<file path="config.mk">
export PLATFORM = sky130hd
export DESIGN_NAME = serial_deserializer
export DESIGN_NICKNAME = d
export VERILOG_FILES = /design/src/rtl/serial_deserializer.sv
export SDC_FILE = /design/constraint.sdc
export NUM_CORES = 1
export LEC_CHECK = 0
export ABC_CLOCK_PERIOD_IN_PS = 2000
export CORE_MARGIN = 3
export CORE_UTILIZATION = 40
export DETAILED_ROUTE_END_ITERATION = 8
export PLACE_DENSITY_LB_ADDON = 0.2
export SYNTH_ARGS = -nofsm -noshare
export SYNTH_HDL_FRONTEND = slang
export SYNTH_SLANG_ARGS = --single-unit
</file>
<file path="constraint.sdc">
create_clock -name fast_clk -period 2 [get_ports fast_clk]
set_input_delay 0.3 -clock fast_clk [delete_from_list [all_inputs] [get_ports fast_clk]]
set_output_delay 0.3 -clock fast_clk [all_outputs]
set_load 0.03 [all_outputs]
</file>
<file path="src/rtl/serial_deserializer.sv">
// Multi-lane serial-to-parallel converter with start-strobe framing, one-word output buffer and valid/ready handshake.
// Define DESERIALIZER_PARITY_EN to require a trailing even-parity beat per word and report parity_err.
module serial_deserializer #(
  parameter int WORD_WIDTH = 16,
  parameter int LANES      = 1,
  parameter int MSB_FIRST  = 0
) (
  input  logic                  fast_clk,
  input  logic                  reset,
  input  logic [LANES-1:0]      serial_in,
  input  logic                  serial_valid,
  input  logic                  frame_start,
  output logic [WORD_WIDTH-1:0] data_out,
  output logic                  data_valid,
  input  logic                  data_ready,
  output logic                  overrun,
  output logic                  sync_err,
  output logic                  parity_err
);

  localparam int BEATS = WORD_WIDTH / LANES;
  localparam int CNT_W = $clog2(BEATS + 1);
  localparam logic [CNT_W-1:0] LAST_DATA = CNT_W'(BEATS - 1);
  localparam logic [CNT_W-1:0] PAR_BEAT  = CNT_W'(BEATS);

  localparam logic [0:0] ST_IDLE  = 1'b0;
  localparam logic [0:0] ST_SHIFT = 1'b1;

`ifdef DESERIALIZER_PARITY_EN
  localparam bit PARITY_EN = 1'b1;
`else
  localparam bit PARITY_EN = 1'b0;
`endif

  logic [0:0]            state_reg, state_next;
  logic [CNT_W-1:0]      cnt_reg, cnt_next;
  logic [WORD_WIDTH-1:0] shift_reg, shift_next;
  logic [WORD_WIDTH-1:0] data_out_reg, data_out_next;
  logic                  data_valid_reg, data_valid_next;
  logic                  overrun_reg, overrun_next;
  logic                  sync_err_reg, sync_err_next;
  logic                  parity_err_reg, parity_err_next;

  logic                  start;
  logic [WORD_WIDTH-1:0] shift_base;
  logic [WORD_WIDTH-1:0] shifted;
  logic                  complete;
  logic [WORD_WIDTH-1:0] word_done;
  logic                  perr_done;

  assign start      = serial_valid & frame_start;
  // A start beat always assembles onto an empty word so stale partial bits never leak.
  assign shift_base = start ? '0 : shift_reg;

  // After BEATS shifts every beat lands at the index the lane mapping requires.
  generate
    if (MSB_FIRST != 0) begin : g_msb
      logic [LANES-1:0] lane_rev;
      for (genvar gi = 0; gi < LANES; gi++) begin : g_rev
        assign lane_rev[gi] = serial_in[LANES-1-gi];
      end
      if (LANES == WORD_WIDTH) begin : g_full
        assign shifted = lane_rev;
      end else begin : g_part
        assign shifted = {shift_base[WORD_WIDTH-LANES-1:0], lane_rev};
      end
    end else begin : g_lsb
      if (LANES == WORD_WIDTH) begin : g_full
        assign shifted = serial_in;
      end else begin : g_part
        assign shifted = {serial_in, shift_base[WORD_WIDTH-1:LANES]};
      end
    end
  endgenerate

  always_comb begin
    state_next      = state_reg;
    cnt_next        = cnt_reg;
    shift_next      = shift_reg;
    data_out_next   = data_out_reg;
    data_valid_next = data_valid_reg;
    parity_err_next = parity_err_reg;
    overrun_next    = 1'b0;
    sync_err_next   = 1'b0;
    complete        = 1'b0;
    word_done       = shifted;
    perr_done       = 1'b0;

    case (state_reg)
      ST_IDLE: begin
        if (start) begin
          shift_next = shifted;
          cnt_next   = CNT_W'(1);
          if (!PARITY_EN && BEATS == 1) complete = 1'b1;
          else state_next = ST_SHIFT;
        end
      end
      ST_SHIFT: begin
        if (start) begin
          sync_err_next = 1'b1;
          shift_next    = shifted;
          cnt_next      = CNT_W'(1);
        end else if (serial_valid) begin
          if (PARITY_EN && cnt_reg == PAR_BEAT) begin
            complete  = 1'b1;
            word_done = shift_reg;
            perr_done = (^shift_reg) ^ serial_in[0];
          end else begin
            shift_next = shifted;
            cnt_next   = cnt_reg + CNT_W'(1);
            if (!PARITY_EN && cnt_reg == LAST_DATA) complete = 1'b1;
          end
        end
      end
      default: state_next = ST_IDLE;
    endcase

    if (complete) begin
      state_next = ST_IDLE;
      cnt_next   = '0;
      if (!data_valid_reg || data_ready) begin
        data_out_next   = word_done;
        data_valid_next = 1'b1;
        parity_err_next = perr_done;
      end else begin
        overrun_next = 1'b1;
      end
    end else if (data_valid_reg && data_ready) begin
      data_valid_next = 1'b0;
    end
  end

  always_ff @(posedge fast_clk) begin
    if (reset) begin
      state_reg      <= ST_IDLE;
      cnt_reg        <= '0;
      shift_reg      <= '0;
      data_out_reg   <= '0;
      data_valid_reg <= 1'b0;
      overrun_reg    <= 1'b0;
      sync_err_reg   <= 1'b0;
      parity_err_reg <= 1'b0;
    end else begin
      state_reg      <= state_next;
      cnt_reg        <= cnt_next;
      shift_reg      <= shift_next;
      data_out_reg   <= data_out_next;
      data_valid_reg <= data_valid_next;
      overrun_reg    <= overrun_next;
      sync_err_reg   <= sync_err_next;
      parity_err_reg <= parity_err_next;
    end
  end

  assign data_out   = data_out_reg;
  assign data_valid = data_valid_reg;
  assign overrun    = overrun_reg;
  assign sync_err   = sync_err_reg;
  assign parity_err = parity_err_reg;

endmodule

</file>
# [Word-level counts from Yosys, hierarchy flattened]
# Cells that the tools add are included.
[word_totals] register_bits=41 inputBits=6 output_inout_bits=20 word_cells=44
[classes] n_addsub=1 n_eq_ne=4 n_mux=19 bitwise_logic=3 n_reduce_logical=10
[ops] cell="16-bit two-way mux" count=4
[ops] cell="16-bit one-hot mux with 2 select lines" count=1
[ops] cell="5-bit two-way mux" count=3
[ops] cell="1-bit two-way mux" count=10
[ops] cell="5-bit one-hot mux with 2 select lines" count=1
[ops] cell="2-bit AND reduction" count=3
[ops] cell="2-bit OR reduction" count=3
[ops] cell="5-bit by 1-bit adder with 5-bit output (second input constant)" count=1
[ops] cell="5-bit by 4-bit == test with 1-bit output (second input constant)" count=1
[ops] cell="3-bit by 2-bit inequality test with 1-bit output (second input constant)" count=1
[ops] cell="2-bit by 1-bit inequality test with 1-bit output (second input constant)" count=1
[ops] cell="2-bit inequality test (second input constant)" count=1
[ops] cell="1-bit NOT" count=2
[ops] cell="2-bit nonzero test" count=1
[ops] cell="1-bit bitwise AND" count=1
[ops] cell="1-bit logical AND" count=1
[ops] cell="1-bit logical NOT" count=1
[ops] cell="1-bit logical OR" count=1

# [Longest topological paths before layout]
[depth] depth_word=7 ltp_mapped=8 mapped_depth_nobuf=6

# [Least setup slack after synthesis]
# No wires, ideal clock.
[synth_path] path_type="register to register" start="reg cnt_reg[0]" end="reg data_out_reg[10] (netlist: data_out[10])" setup_time_ps=72 t_arrival_ps=1553 required_time_ps=1928 slack_ps=375 stages_incl_launch_ff=9 n_path_buf=2 synth_period_minus_slack_ps=1625 path_cell_list="dfxtp_1 -> ha_1 -> and3_1 -> ha_1 -> nand4b_4 -> nor2b_2 -> buf_6 -> buf_12 -> mux2i_1"
[synth_between] elab_chain_cells=6
[synth_rtl] item="start, declared" line="36" source="logic [CNT_W-1:0] cnt_reg, cnt_next;"
[synth_rtl] item="start signal, assigned" line="145" source="cnt_reg <= cnt_next;"
[synth_rtl] item="5-bit by 4-bit == test with 1-bit output" line="111" source="if (!PARITY_EN && cnt_reg == LAST_DATA) complete = 1'b1;"
[synth_rtl] item="1-bit two-way mux" line="111"
[synth_rtl] item="1-bit two-way mux" line="103" source="end else if (serial_valid) begin"
[synth_rtl] item="1-bit two-way mux" line="99" source="if (start) begin"
[synth_rtl] item="1-bit two-way mux" line="89" source="case (state_reg)"
[synth_rtl] item="2-bit AND reduction (no source line)"
[synth_rtl] item="end signal, assigned" line="147" source="data_out_reg <= data_out_next;"
[synth_rtl] item="end, declared" line="38" source="logic [WORD_WIDTH-1:0] data_out_reg, data_out_next;"
# Every way passes these cells.
# A chain may end at the register's enable or synchronous reset.

# [Final worst setup path]
[layout_path] start="reg cnt_reg[0]" end="reg data_out_reg[3] (netlist: data_out[3])"
# The elaborated chain is that of the path after synthesis.

==> metrics.yaml <==
final_layout:
  area_growth_pct: 21.6
  antenna_cells: 0
  fin_util_pct: 53.0
  largest_reg_flops: 16
  nets: 216
  layout-drive-gt1-share_pct: 9.09
  fill_cells: 365
logic_synthesis:
  async_reset_ff_share_pct: 0
  yosysSeqAreaShare_pct: 48.0
  syn_area_um2: 1670
  yosysWarningCount: 0
  ys.flop_type: "dfxtp_1"
  ys_ff_latch: 40
  synth_top_area_share_pct: 48.0
  synthTopCellsByArea: "dfxtp_1 48%, mux2i_1 10%, nand2_1 9.9%"
  syn_nets: 190
  synth_edf_count: 0
  synth_area_leader_cell: "dfxtp_1"
  yosysUniqueCellTypes: 31
  synth.most_common_cell: "nand2_1"
  syn_avg_cell_area_um2: 9.16
  synthTopCellsByCount: "44 x nand2_1, 40 x dfxtp_1, 21 x nand2b_1"
  netlist_instances: 182
timing:
  timing.setup.tns_ps: 0
  report.final.slew_viol_count: 0
  hold_violations: 0
  max_freq_mhz: 573
  period_needed_ps: 1740
  rsz0062_at_grt: "false"
  fin_skew_ps: 7.57
  setup_violations: 0
  finalCritPeriodShare_pct: 87.2
clock_tree:
  cts_tree: "built"
  cts_buffers: 5
  post_cts_buffers: 0
  clk_latency_ps: 300
  cts_max_level: 2
  clock_sinks: 40
  postCtsHoldBufs: 0
  cts_resized: 0
  cts_root_buffer: "clkbuf_8"
  clk_path_buf_depth: 2
  clk_pin_slew_ps: 80
grt:
  grt_max_degree: 17
  grt_pass1_wl_mm: 5.50
  grt_pass1_vias: 1235
  overflow: 0
  antenna_found_initial: 0
  grt_use_total_pct: 13.9
route:
  drc: 0
  drtPass1Iterations: 4
  wire_per_inst_um: 12.0
  viasPerCell: 4.81
  wirelength_mm: 3.09
  vias: 1237
  ant_nets: 0
  drt_iter0_drc: 47
setup_path:
  end_kind: "flip-flop"
  critPathLaunchType: "flip-flop"
  arrival_ps: 1970
  critPathRequiredTime_ps: 2220
  cp_max_fo: 16
  critical_path_class: "flip-flop to flip-flop"
die:
  die_h_um: 70.6
  rows: 22
  initial_utilization_pct: 43.6
  fp.dieW_um: 70.6
  dieArea_um2: 4980
  core-area_um2: 3830
  ios: 26
placement:
  numPortBuffers: 24
  dp_hpwl_mm: 2.16
  gp_congestion: 0.720
power:
  p_leak_uw: 0.000704
  p_total_uw: 1410
  power_density_nw_per_um2: 695
  peakVddDrop_mv: 0.366
flow_run:
  drv_cap: 0
run_status:
  outcome: "complete, no violations"
min_path:
  min_path_type: "flip-flop to flip-flop"
==> final timing paths <==
| path | from | to | slack, ps | cells past startpoint |
|---|---|---|---|---|
| max reg2reg | cnt_reg[0] | data_out[3] | 260 | 7 |
| min reg2reg | shift_reg[14] | shift_reg[13] | 470 | 2 |
| min | shift_reg[14] | shift_reg[13] | 470 | 2 |
| max | cnt_reg[0] | data_out[3] | 260 | 7 |
==> critical path: stages, from the launching register on <==
cell	delay, ps
dfxtp_1	400
ha_1	220
and3_1	180
ha_1	190
nand4b_4	130
nor2b_2	180
buf_12	180
mux2i_1	200
==> metal layers <==
metal / vias to the layer above / track usage [%] / wire [um]
li1: 651 / - / -
met1: 546 / 17.6 / 1520
met2: 33 / 21.0 / 1320
met3: 7 / 4.55 / 163
met4: 0 / 7.52 / 78
met5: - / 0 / 0
==> placed cells by master (no fill, tap or decap), types with 2 or more instances in the layout <==
cell,count
o21ai_0,2
a21oi_1,19
nand2_1,44
clkbuf_8,5
a22oi_1,2
clkinv_2,2
clkdlybuf4s50_1,24
ha_1,2
inv_1,2
nand2b_1,21
dfxtp_1,40
buf_4,6
nor2_1,4
or3_1,2
mux2i_1,17
==> metrics by stage <==
| step | hold slack (ps) | setup slack (ps) | cells | instance area [um2] |
|---|---|---|---|---|
| 6_report | 470 | 255 | 257 | 2030 |
| 2_1_floorplan | 432 | 375 | 182 | 1670 |
| 3_5_place_dp | 455 | 233 | 249 | 1940 |
| 4_1_cts | 466 | 234 | 257 | 2030 |
| 5_1_grt | 483 | 136 | 257 | 2030 |
| 3_3_place_gp | 443 | 296 | 249 | 1940 |
==> kinds of logic (layout without fill, tap and decap cells) <==
family / after synthesis / after routing / synth area share (%)
AO/OA/AOI/OAI: 28 / 28 / 9.68
adder cells (fa/ha/maj): 2 / 2 / 1.50
buffers and inverters: 14 / 41 / 6.01
flip-flops: 40 / 40 / 48.0
multiplexers: 17 / 17 / 10.2
other: 1 / 1 / 0.225
AND/OR/NAND/NOR: 80 / 80 / 24.3
==> where the power goes <==
| group | internal, uW | switching [uW] | total [uW] | leakage (uW) |
|---|---|---|---|---|
| registers | 801 | 7.54 | 808 | 0.000323 |
| clock network | 243 | 279 | 522 | 0.0000479 |
| logic | 33.7 | 44.3 | 78.0 | 0.000333 |
==> final cells by class <==
cell class,instances,area [um2],area share (%)
repair buffers,31,305,15.1
clock inverters,3,18.8,0.926
well taps,48,60.1,2.96
flip-flops and latches,40,801,39.5
clock buffers,5,68.8,3.40
inverters,2,7.51,0.370
multi-input cells,128,766,37.8
Note: power is estimated with default switching activity, not from simulation.
